$ cat config.mk
export PLATFORM = sky130hd
export DESIGN_NAME = mem_port_arbiter
export DESIGN_NICKNAME = d
export VERILOG_FILES = /design/src/rtl/mem_arb_pkg.sv /design/src/rtl/mem_port_arbiter_rr_arbiter2.sv /design/src/rtl/mem_port_arbiter.sv
export SDC_FILE = /design/constraint.sdc
export NUM_CORES = 1
export LEC_CHECK = 0
export BUFFER_PORTS_ARGS = -buffer_cell sky130_fd_sc_hd__buf_2
export CAP_MARGIN = 20
export CORE_AREA = 10 10 182 184
export CTS_CLUSTER_DIAMETER = 60
export CTS_CLUSTER_SIZE = 30
export DETAILED_ROUTE_END_ITERATION = 12
export DIE_AREA = 0 0 192 194
export PLACE_DENSITY_LB_ADDON = 0.25
export SETUP_SLACK_MARGIN = 0.3
export SLEW_MARGIN = 20
export SYNTH_ARGS = -nofsm -noshare
export SYNTH_HDL_FRONTEND = slang
export SYNTH_SLANG_ARGS = --single-unit
$ cat constraint.sdc
create_clock -name clk -period 9.41 [get_ports clk]
set_input_delay 0.941 -clock clk [delete_from_list [all_inputs] [get_ports clk]]
set_output_delay 0.941 -clock clk [all_outputs]
set_load 0.005 [all_outputs]
$ cat src/rtl/mem_arb_pkg.sv
// ============================================================================
//  Module      : mem_arb_pkg
//  Description : Shared types and constants for the unified memory-port
//                arbiter (state encoding, grant IDs, instruction width).
//  Revision    : 1.0  initial release
// ============================================================================
`default_nettype none

package mem_arb_pkg;

    typedef enum logic [1:0] {
        IDLE   = 2'd0,
        BUSY_I = 2'd1,
        BUSY_D = 2'd2,
        RESP   = 2'd3
    } arb_state_t;

    localparam logic GNT_INST = 1'b0;
    localparam logic GNT_DATA = 1'b1;

    localparam int INST_W = 32;

endpackage

`default_nettype wire

$ cat src/rtl/mem_port_arbiter_rr_arbiter2.sv
// ============================================================================
//  Module      : rr_arbiter2
//  Description : Two-way round-robin picker. On a tie the requester that was
//                not granted last wins; otherwise the sole requester wins.
//  Revision    : 1.0  initial release
// ============================================================================
`default_nettype none

module rr_arbiter2
    import mem_arb_pkg::*;
(
    input  logic [1:0] req,       // [GNT_INST] = fetch, [GNT_DATA] = data
    input  logic       last,      // grant ID of the previous winner
    output logic       grant_id,
    output logic       any
);

    // Pick a winner: alternate on a tie, otherwise serve whoever is asking
    always_comb begin
        any      = |req;
        grant_id = GNT_INST;
        if (req == 2'b11) begin
            grant_id = ~last;
        end else if (req[GNT_DATA]) begin
            grant_id = GNT_DATA;
        end
    end

endmodule

`default_nettype wire

$ cat src/rtl/mem_port_arbiter.sv
// ============================================================================
//  Module      : mem_port_arbiter
//  Description : Shares one memory port between instruction fetch and data
//                access. One transaction at a time over req/ack, round-robin
//                on ties, with a timeout abort against a silent memory.
//  Revision    : 1.0  initial release
// ============================================================================
`default_nettype none

module mem_port_arbiter #(
    parameter int ADDR_W  = 64,
    parameter int DATA_W  = 64,   // must be 64
    parameter int TIMEOUT = 255   // must be >= 1
) (
    input  logic              clk,
    input  logic              rst,
    // instruction-fetch requester
    input  logic              inst_req,
    input  logic [ADDR_W-1:0] inst_addr,
    output logic [31:0]       inst_rdata,
    output logic              inst_valid,
    output logic              inst_err,
    // data requester
    input  logic              data_req,
    input  logic              data_we,
    input  logic [ADDR_W-1:0] data_addr,
    input  logic [DATA_W-1:0] data_wdata,
    output logic [DATA_W-1:0] data_rdata,
    output logic              data_valid,
    output logic              data_err,
    // memory port
    output logic              mem_req,
    output logic              mem_we,
    output logic [ADDR_W-1:0] mem_addr,
    output logic [DATA_W-1:0] mem_wdata,
    input  logic [DATA_W-1:0] mem_rdata,
    input  logic              mem_ack
);
    import mem_arb_pkg::*;

    localparam int CNT_W = $clog2(TIMEOUT + 1);
    // Value the counter holds on the busy edge that exhausts the budget
    localparam logic [CNT_W-1:0] CNT_LAST = CNT_W'(TIMEOUT - 1);

    arb_state_t       state;
    logic             last_grant;
    logic [CNT_W-1:0] cnt;
    logic             grant_id;
    logic             any_req;

    // Sub-word byte offsets never reach the memory port
    logic unused_addr_bits;
    assign unused_addr_bits = ^{inst_addr[1:0], data_addr[2:0]};

    rr_arbiter2 u_rr (
        .req      ({data_req, inst_req}),
        .last     (last_grant),
        .grant_id (grant_id),
        .any      (any_req)
    );

    // Transaction FSM: grant, wait for ack or timeout, one-cycle response
    always_ff @(posedge clk or posedge rst) begin
        if (rst) begin
            state      <= IDLE;
            last_grant <= GNT_INST;
            cnt        <= '0;
            mem_req    <= 1'b0;
            mem_we     <= 1'b0;
            mem_addr   <= '0;
            mem_wdata  <= '0;
            inst_rdata <= '0;
            inst_valid <= 1'b0;
            inst_err   <= 1'b0;
            data_rdata <= '0;
            data_valid <= 1'b0;
            data_err   <= 1'b0;
        end else begin
            case (state)
                IDLE: begin
                    if (any_req) begin
                        mem_req    <= 1'b1;
                        last_grant <= grant_id;
                        cnt        <= '0;
                        if (grant_id == GNT_DATA) begin
                            mem_addr  <= {data_addr[ADDR_W-1:3], 3'b000};
                            mem_we    <= data_we;
                            mem_wdata <= data_wdata;
                            state     <= BUSY_D;
                        end else begin
                            mem_addr  <= {inst_addr[ADDR_W-1:3], 3'b000};
                            mem_we    <= 1'b0;
                            mem_wdata <= '0;
                            state     <= BUSY_I;
                        end
                    end
                end
                BUSY_I, BUSY_D: begin
                    // An ack always beats a coincident timeout
                    if (mem_ack) begin
                        mem_req <= 1'b0;
                        state   <= RESP;
                        if (state == BUSY_I) begin
                            inst_valid <= 1'b1;
                            inst_err   <= 1'b0;
                            inst_rdata <= inst_addr[2] ? mem_rdata[63:32]
                                                       : mem_rdata[31:0];
                        end else begin
                            data_valid <= 1'b1;
                            data_err   <= 1'b0;
                            data_rdata <= mem_we ? '0 : mem_rdata;
                        end
                    end else if (cnt == CNT_LAST) begin
                        mem_req <= 1'b0;
                        state   <= RESP;
                        if (state == BUSY_I) begin
                            inst_valid <= 1'b1;
                            inst_err   <= 1'b1;
                            inst_rdata <= '1;
                        end else begin
                            data_valid <= 1'b1;
                            data_err   <= 1'b1;
                            data_rdata <= '1;
                        end
                    end else begin
                        cnt <= cnt + CNT_W'(1);
                    end
                end
                RESP: begin
                    inst_valid <= 1'b0;
                    inst_err   <= 1'b0;
                    data_valid <= 1'b0;
                    data_err   <= 1'b0;
                    state      <= IDLE;
                end
                default: state <= IDLE;
            endcase
        end
    end

endmodule

`default_nettype wire

---- After elaboration in Yosys (flattened, before gate mapping) ----
Index checks and enable logic that the tools add are counted.
W data, S select, Z words.
operators by class
  $add $sub $neg .......................... 1
  bitwise logic cells ..................... 2
  muxes and demuxes ....................... 46
  equality and inequality tests ........... 11
  reductions and logical operators ........ 15
operator list
  operator               number
  $mux W64               7
  $mux W32               5
  $mux W8                3
  $mux W1                20
  $pmux W8 S2            1
  $reduce_and A3 Y1      5
  $ne A2 B2 Y1 const B   5
  $pmux W1 S2            5
  $add A8 B1 Y8 const B  1
  $eq A8 B8 Y1 const B   1
  $mux W2                4
  $eq A2 B2 Y1 const B   3
  $pmux W2 S3            1
  $reduce_and A2 Y1      3
  $reduce_bool A2 Y1     3
  $reduce_and A4 Y1      1
  $reduce_or A2 Y1       2
  $ne A3 B3 Y1 const B   1
  $eq A2 B1 Y1 const B   1
  $logic_not A2 Y1       1
  $not A1 Y1             2
storage, ports and cells
  bits in registers ....................... 241
  output and inout bits ................... 230
  input port bits ......................... 262
  word-level logic and storage cells ...... 88

---- Longest topological paths before layout ----
  depth in word-level cells ............... 5
  depth in mapped cells ................... 8

---- Modules after synthesis ----
Synthesis repeated with hierarchy kept, for this count alone.
unflattened totals
  cells, all modules ...................... 985
  area total of the unflattened synthesis .. 10538.9 sq um
modules (own cells, without submodules)
  module            instances  area each (sq um)  cells an instance
  mem_port_arbiter  1          10525.1            983
  rr_arbiter2       1          13.8               2

---- Worst setup path before layout ----
No wires, ideal clock.
  path type ............................... input -> register
  start ................................... input port mem_ack
  end ..................................... register data_rdata[0]
  slack ................................... 7.206 ns
  stages .................................. 6
  arrival time ............................ 2.079 ns
  path through ............................ clkbuf_1 a21o_4 and3b_4 buf_12 buf_12 mux2_4
on the way
  word-level cells in the longest chain between the ends .. 2
RTL lines
  element                              RTL line                 source
  start: declaration                   mem_port_arbiter.sv:37   input logic mem_ack
  $reduce_bool A2 Y1 (no source line)  n/a
  $reduce_and A3 Y1 (no source line)   n/a
  end signal: assignment               mem_port_arbiter.sv:111  data_rdata <= mem_we ? '0 : mem_rdata;
  end: declaration                     mem_port_arbiter.sv:28   output logic [DATA_W-1:0] data_rdata,
Parallel ways exist; a longest one is shown, timed or not.
A chain may end at the register's enable or synchronous reset.

---- Worst setup path in the final report ----
  start ................................... register state[0]
  end ..................................... register data_rdata[2]
on the way
  word-level cells in the longest chain between the ends .. 3
RTL lines
  element                                         RTL line                                                                  source
  start: declaration                              mem_port_arbiter.sv:45                                                    arb_state_t state;
  start signal: assignment                        mem_port_arbiter.sv:65                                                    state <= IDLE;
  start signal: assignment                        mem_port_arbiter.sv:89                                                    state <= BUSY_D;
  start signal: assignment                        mem_port_arbiter.sv:94                                                    state <= BUSY_I;
  $eq A2 B1 Y1 or $eq A2 B2 Y1 (tied branches)    mem_port_arbiter.sv:79, mem_port_arbiter.sv:103, mem_port_arbiter.sv:116
  $reduce_or A2 Y1 or $not A1 Y1 (tied branches)  n/a
  $reduce_and A3 Y1 (no source line) (*)          n/a
Mark *: on every way between the ends. The rest lies on a longest branch, timed or not.

==> flow_metrics.env <==
export IMPL_synth_fa_ha_area_share_pct=0.684
export IMPL_synthCells=949
export IMPL_synth_simple_area_share_pct=5.28
export IMPL_fin_skew_ns=0.0215
export IMPL_critPathMaxStageDelay_ns=0.79
export IMPL_cts_resized=0
export IMPL_grt_setup_unrepaired="false"
export IMPL_synth_xor_area_share_pct=0
export IMPL_hold_violations=0
export IMPL_drt_total_wl_um=38400
export IMPL_grt_total_usage_pct=19.6
export IMPL_post_drt_wl_per_cell_um=21.2
export IMPL_cpMaxStageDelayCell="buf_4"
export IMPL_die_x_um=192
export IMPL_slew_limit_headroom_pct=33.4
export IMPL_synth_top_area_share_pct=54.3
export IMPL_grt_start_max_net_pins=102
export IMPL_ys_seq_area_share_pct=54.3
export IMPL_synth_avg_cell_area_um2=11.6
export IMPL_critPathLaunchType="flip-flop"
export IMPL_synth_area_leader_cell="dfrtp_1"
export IMPL_place_area_um2=13500
export IMPL_grt_pass1_wl_um=57500
export IMPL_critPathKind="flip-flop to flip-flop"
export IMPL_cts_tree="built"
export IMPL_clock_path_buffers=3
export IMPL_final_max_slew_violation_count=0
export IMPL_dp_hpwl_um=28800
export IMPL_worstSkewPairLatency_ns=0.55
export IMPL_fin_tns_setup_ns=0
export IMPL_drive_gt1_share_pct=43.2
export IMPL_vias_per_cell=4.89
export IMPL_rows=63
export IMPL_start_util_pct=37.3
export IMPL_crit_fanout=50
export IMPL_synth_distinct_cells=50
export IMPL_worst_pin_slew_ns=0.999
export IMPL_yosys_warnings=0
export IMPL_rr_worst_depth=5
export IMPL_synth_compound_area_share_pct=15.7
export IMPL_fin_nets=1661
export IMPL_clock_sinks=238
export IMPL_syn_to_final_growth_pct=31.4
export IMPL_pin_count=492
export IMPL_drtAntennaViolNets=0
export IMPL_die_area_um2=37200
export IMPL_arrival_ns=3.45
export IMPL_fin_crit_sh_pct=32.2
export IMPL_muxShareOfSynthArea_pct=17.6
export IMPL_p_per_area_nw_per_um2=322
export IMPL_cp_end_kind="flip-flop"
export IMPL_stdcell_count=1810
export IMPL_async_flop_share_pct=100
export IMPL_synth_top_family_by_area="multiplexers"
export IMPL_route_detailed_drc=0
export IMPL_first_pass_iters=4
export IMPL_dr_first_iter_drc_count=540
export IMPL_dp_cells=1756
export IMPL_htreeDepth=1
export IMPL_dr_total_vias=8859
export IMPL_cts_made_buffers=25
export IMPL_postCtsSetupBuffers=0
export IMPL_synth_area_top_cells="dfrtp_1 (54%), mux2_4 (8.2%), o21ai_0 (6.2%), mux2i_1 (5.7%), a22o_1 (5.2%)"
export IMPL_cp_cell_sequence="inv_1, ha_1, and3b_4, buf_4, mux2_4"
export IMPL_hold_depth=2
export IMPL_synth_seq_cells=238
export IMPL_drv_cap=0
export IMPL_synth_ff_type="dfrtp_1"
export IMPL_die_y_um=194
export IMPL_min_path_type="flip-flop to flip-flop"
export IMPL_syn_area_um2=11000
export IMPL_outcome="completed"
export IMPL_critPathRequiredTime_ns=9.83
export IMPL_antenna_found_initial=15
export IMPL_final_common_cell="buf_2"
export IMPL_gp_congestion=0.847
export IMPL_irDropWorstVdd_uv=149
export IMPL_final_cell_mix="buf_2 (483), dfrtp_1 (237), o21ai_0 (135)"
export IMPL_clock_root_buffer="clkbuf_16"
export IMPL_setup_viol=0
export IMPL_synth_edf_count=0
export IMPL_cts_hold_fix_buffers=0
export IMPL_leakage_uw=0.00729
export IMPL_period_needed_ns=3.03
export IMPL_grt_pass1_vias=9290
export IMPL_grt_overflow=0
export IMPL_fin_area_um2=14400
export IMPL_numPortBuffers=483
export IMPL_core_area_um2=29400
export IMPL_fmax_ghz=0.330
export IMPL_path_clk_slew_ns=0.07
-- power breakdown --
| group | total (uW) | switching, uW | internal [uW] |
|---|---|---|---|
| sequential | 1750 | 259 | 1490 |
| combinational | 1860 | 944 | 916 |
| clock | 1030 | 468 | 560 |
| total | 4640 | 1670 | 2970 |
-- logic make-up after synthesis --
logic type,Yosys count
buffers and inverters,148
other,1
flip-flops,238
adder cells (fa/ha/maj),6
AND/OR/NAND/NOR,131
multiplexers,158
AO/OA/AOI/OAI,267
-- flip-flops by register name (all words and copies together), names as in the netlist, named ones only --
signal / cells
data_rdata: 64
mem_wdata: 64
mem_addr: 61
inst_rdata: 32
cnt: 8
state: 2
data_err: 1
data_valid: 1
inst_err: 1
last_grant: 1
mem_req: 1
mem_we: 1
-- synth_stat cells (2+ instances only) --
cell	count
mux2i_1	62
o21ai_0	135
buf_2	20
nor2_1	6
nand2b_1	3
nor4_1	2
inv_1	70
buf_4	3
a31oi_1	8
a21oi_1	10
buf_12	7
nor3_1	2
nand2_1	98
dfrtp_1	238
buf_1	8
and2_1	2
ha_1	6
nand4b_1	2
mux2_2	2
a22o_1	65
nand3_1	5
mux2_4	60
nand4_1	2
o211ai_1	34
mux2_1	34
clkbuf_1	40
o21bai_1	2
-- worst max-delay path, delay by kind of cell (launching register included) --
| family | cells | cell delay [ns] |
|---|---|---|
| AND/OR/NAND/NOR | 1 | 0.51 |
| flip-flops | 1 | 0.43 |
| multiplexers | 1 | 0.36 |
| buffers and inverters | 2 | 0.86 |
| adder cells (fa/ha/maj) | 1 | 0.68 |
-- layer usage --
layer	GRT usage [%]	share of wire (%)	up-vias
met3	6.71	9.5	57
met2	32.8	49	357
met1	23.7	39	4190
met5	0	0.26	-
li1	-	-	4241
met4	4.61	2.0	14
-- layout make-up --
cell class                 instances  area, um^2
multi-input combinational        565        4340
inverter                          70         270
antenna                            8        20.0
clock buffer                      29         671
clock inverter                    17         179
timing repair buffer             493        2490
sequential                       238        5960
tap                              390         488
fill                            2767       15000
-- worst paths after layout --
check / from / slack [ns] / endpoint
min in group asynchronous: rst / 0.53 / data_rdata[44]$_DFFE_PP0P_
min reg2reg: mem_addr[3]$_DFFE_PP0P_ / 0.47 / mem_addr[3]$_DFFE_PP0P_
min: mem_addr[3]$_DFFE_PP0P_ / 0.47 / mem_addr[3]$_DFFE_PP0P_
max reg2reg: state[0]$_DFFE_PP0P_ / 6.38 / data_rdata[2]$_DFFE_PP0P_
max in group asynchronous: rst / 7.39 / mem_wdata[50]$_DFFE_PP0P_
max: state[0]$_DFFE_PP0P_ / 6.38 / data_rdata[2]$_DFFE_PP0P_
-- through the flow --
stage / worst slack, ns / hold WS (ns) / utilization [%] / power [uW]
2_1_floorplan: 1.94 / 0.460 / - / 2840
3_3_place_gp: 5.97 / 0.457 / 46.1 / 3620
3_5_place_dp: 5.98 / 0.465 / 46.1 / 3670
4_1_cts: 6.36 / 0.480 / 49.0 / 4710
5_1_grt: 6.17 / 0.507 / 49.0 / 4950
6_report: 6.38 / 0.475 / 49.0 / 4640
Note: power is estimated with default switching activity, not from simulation.
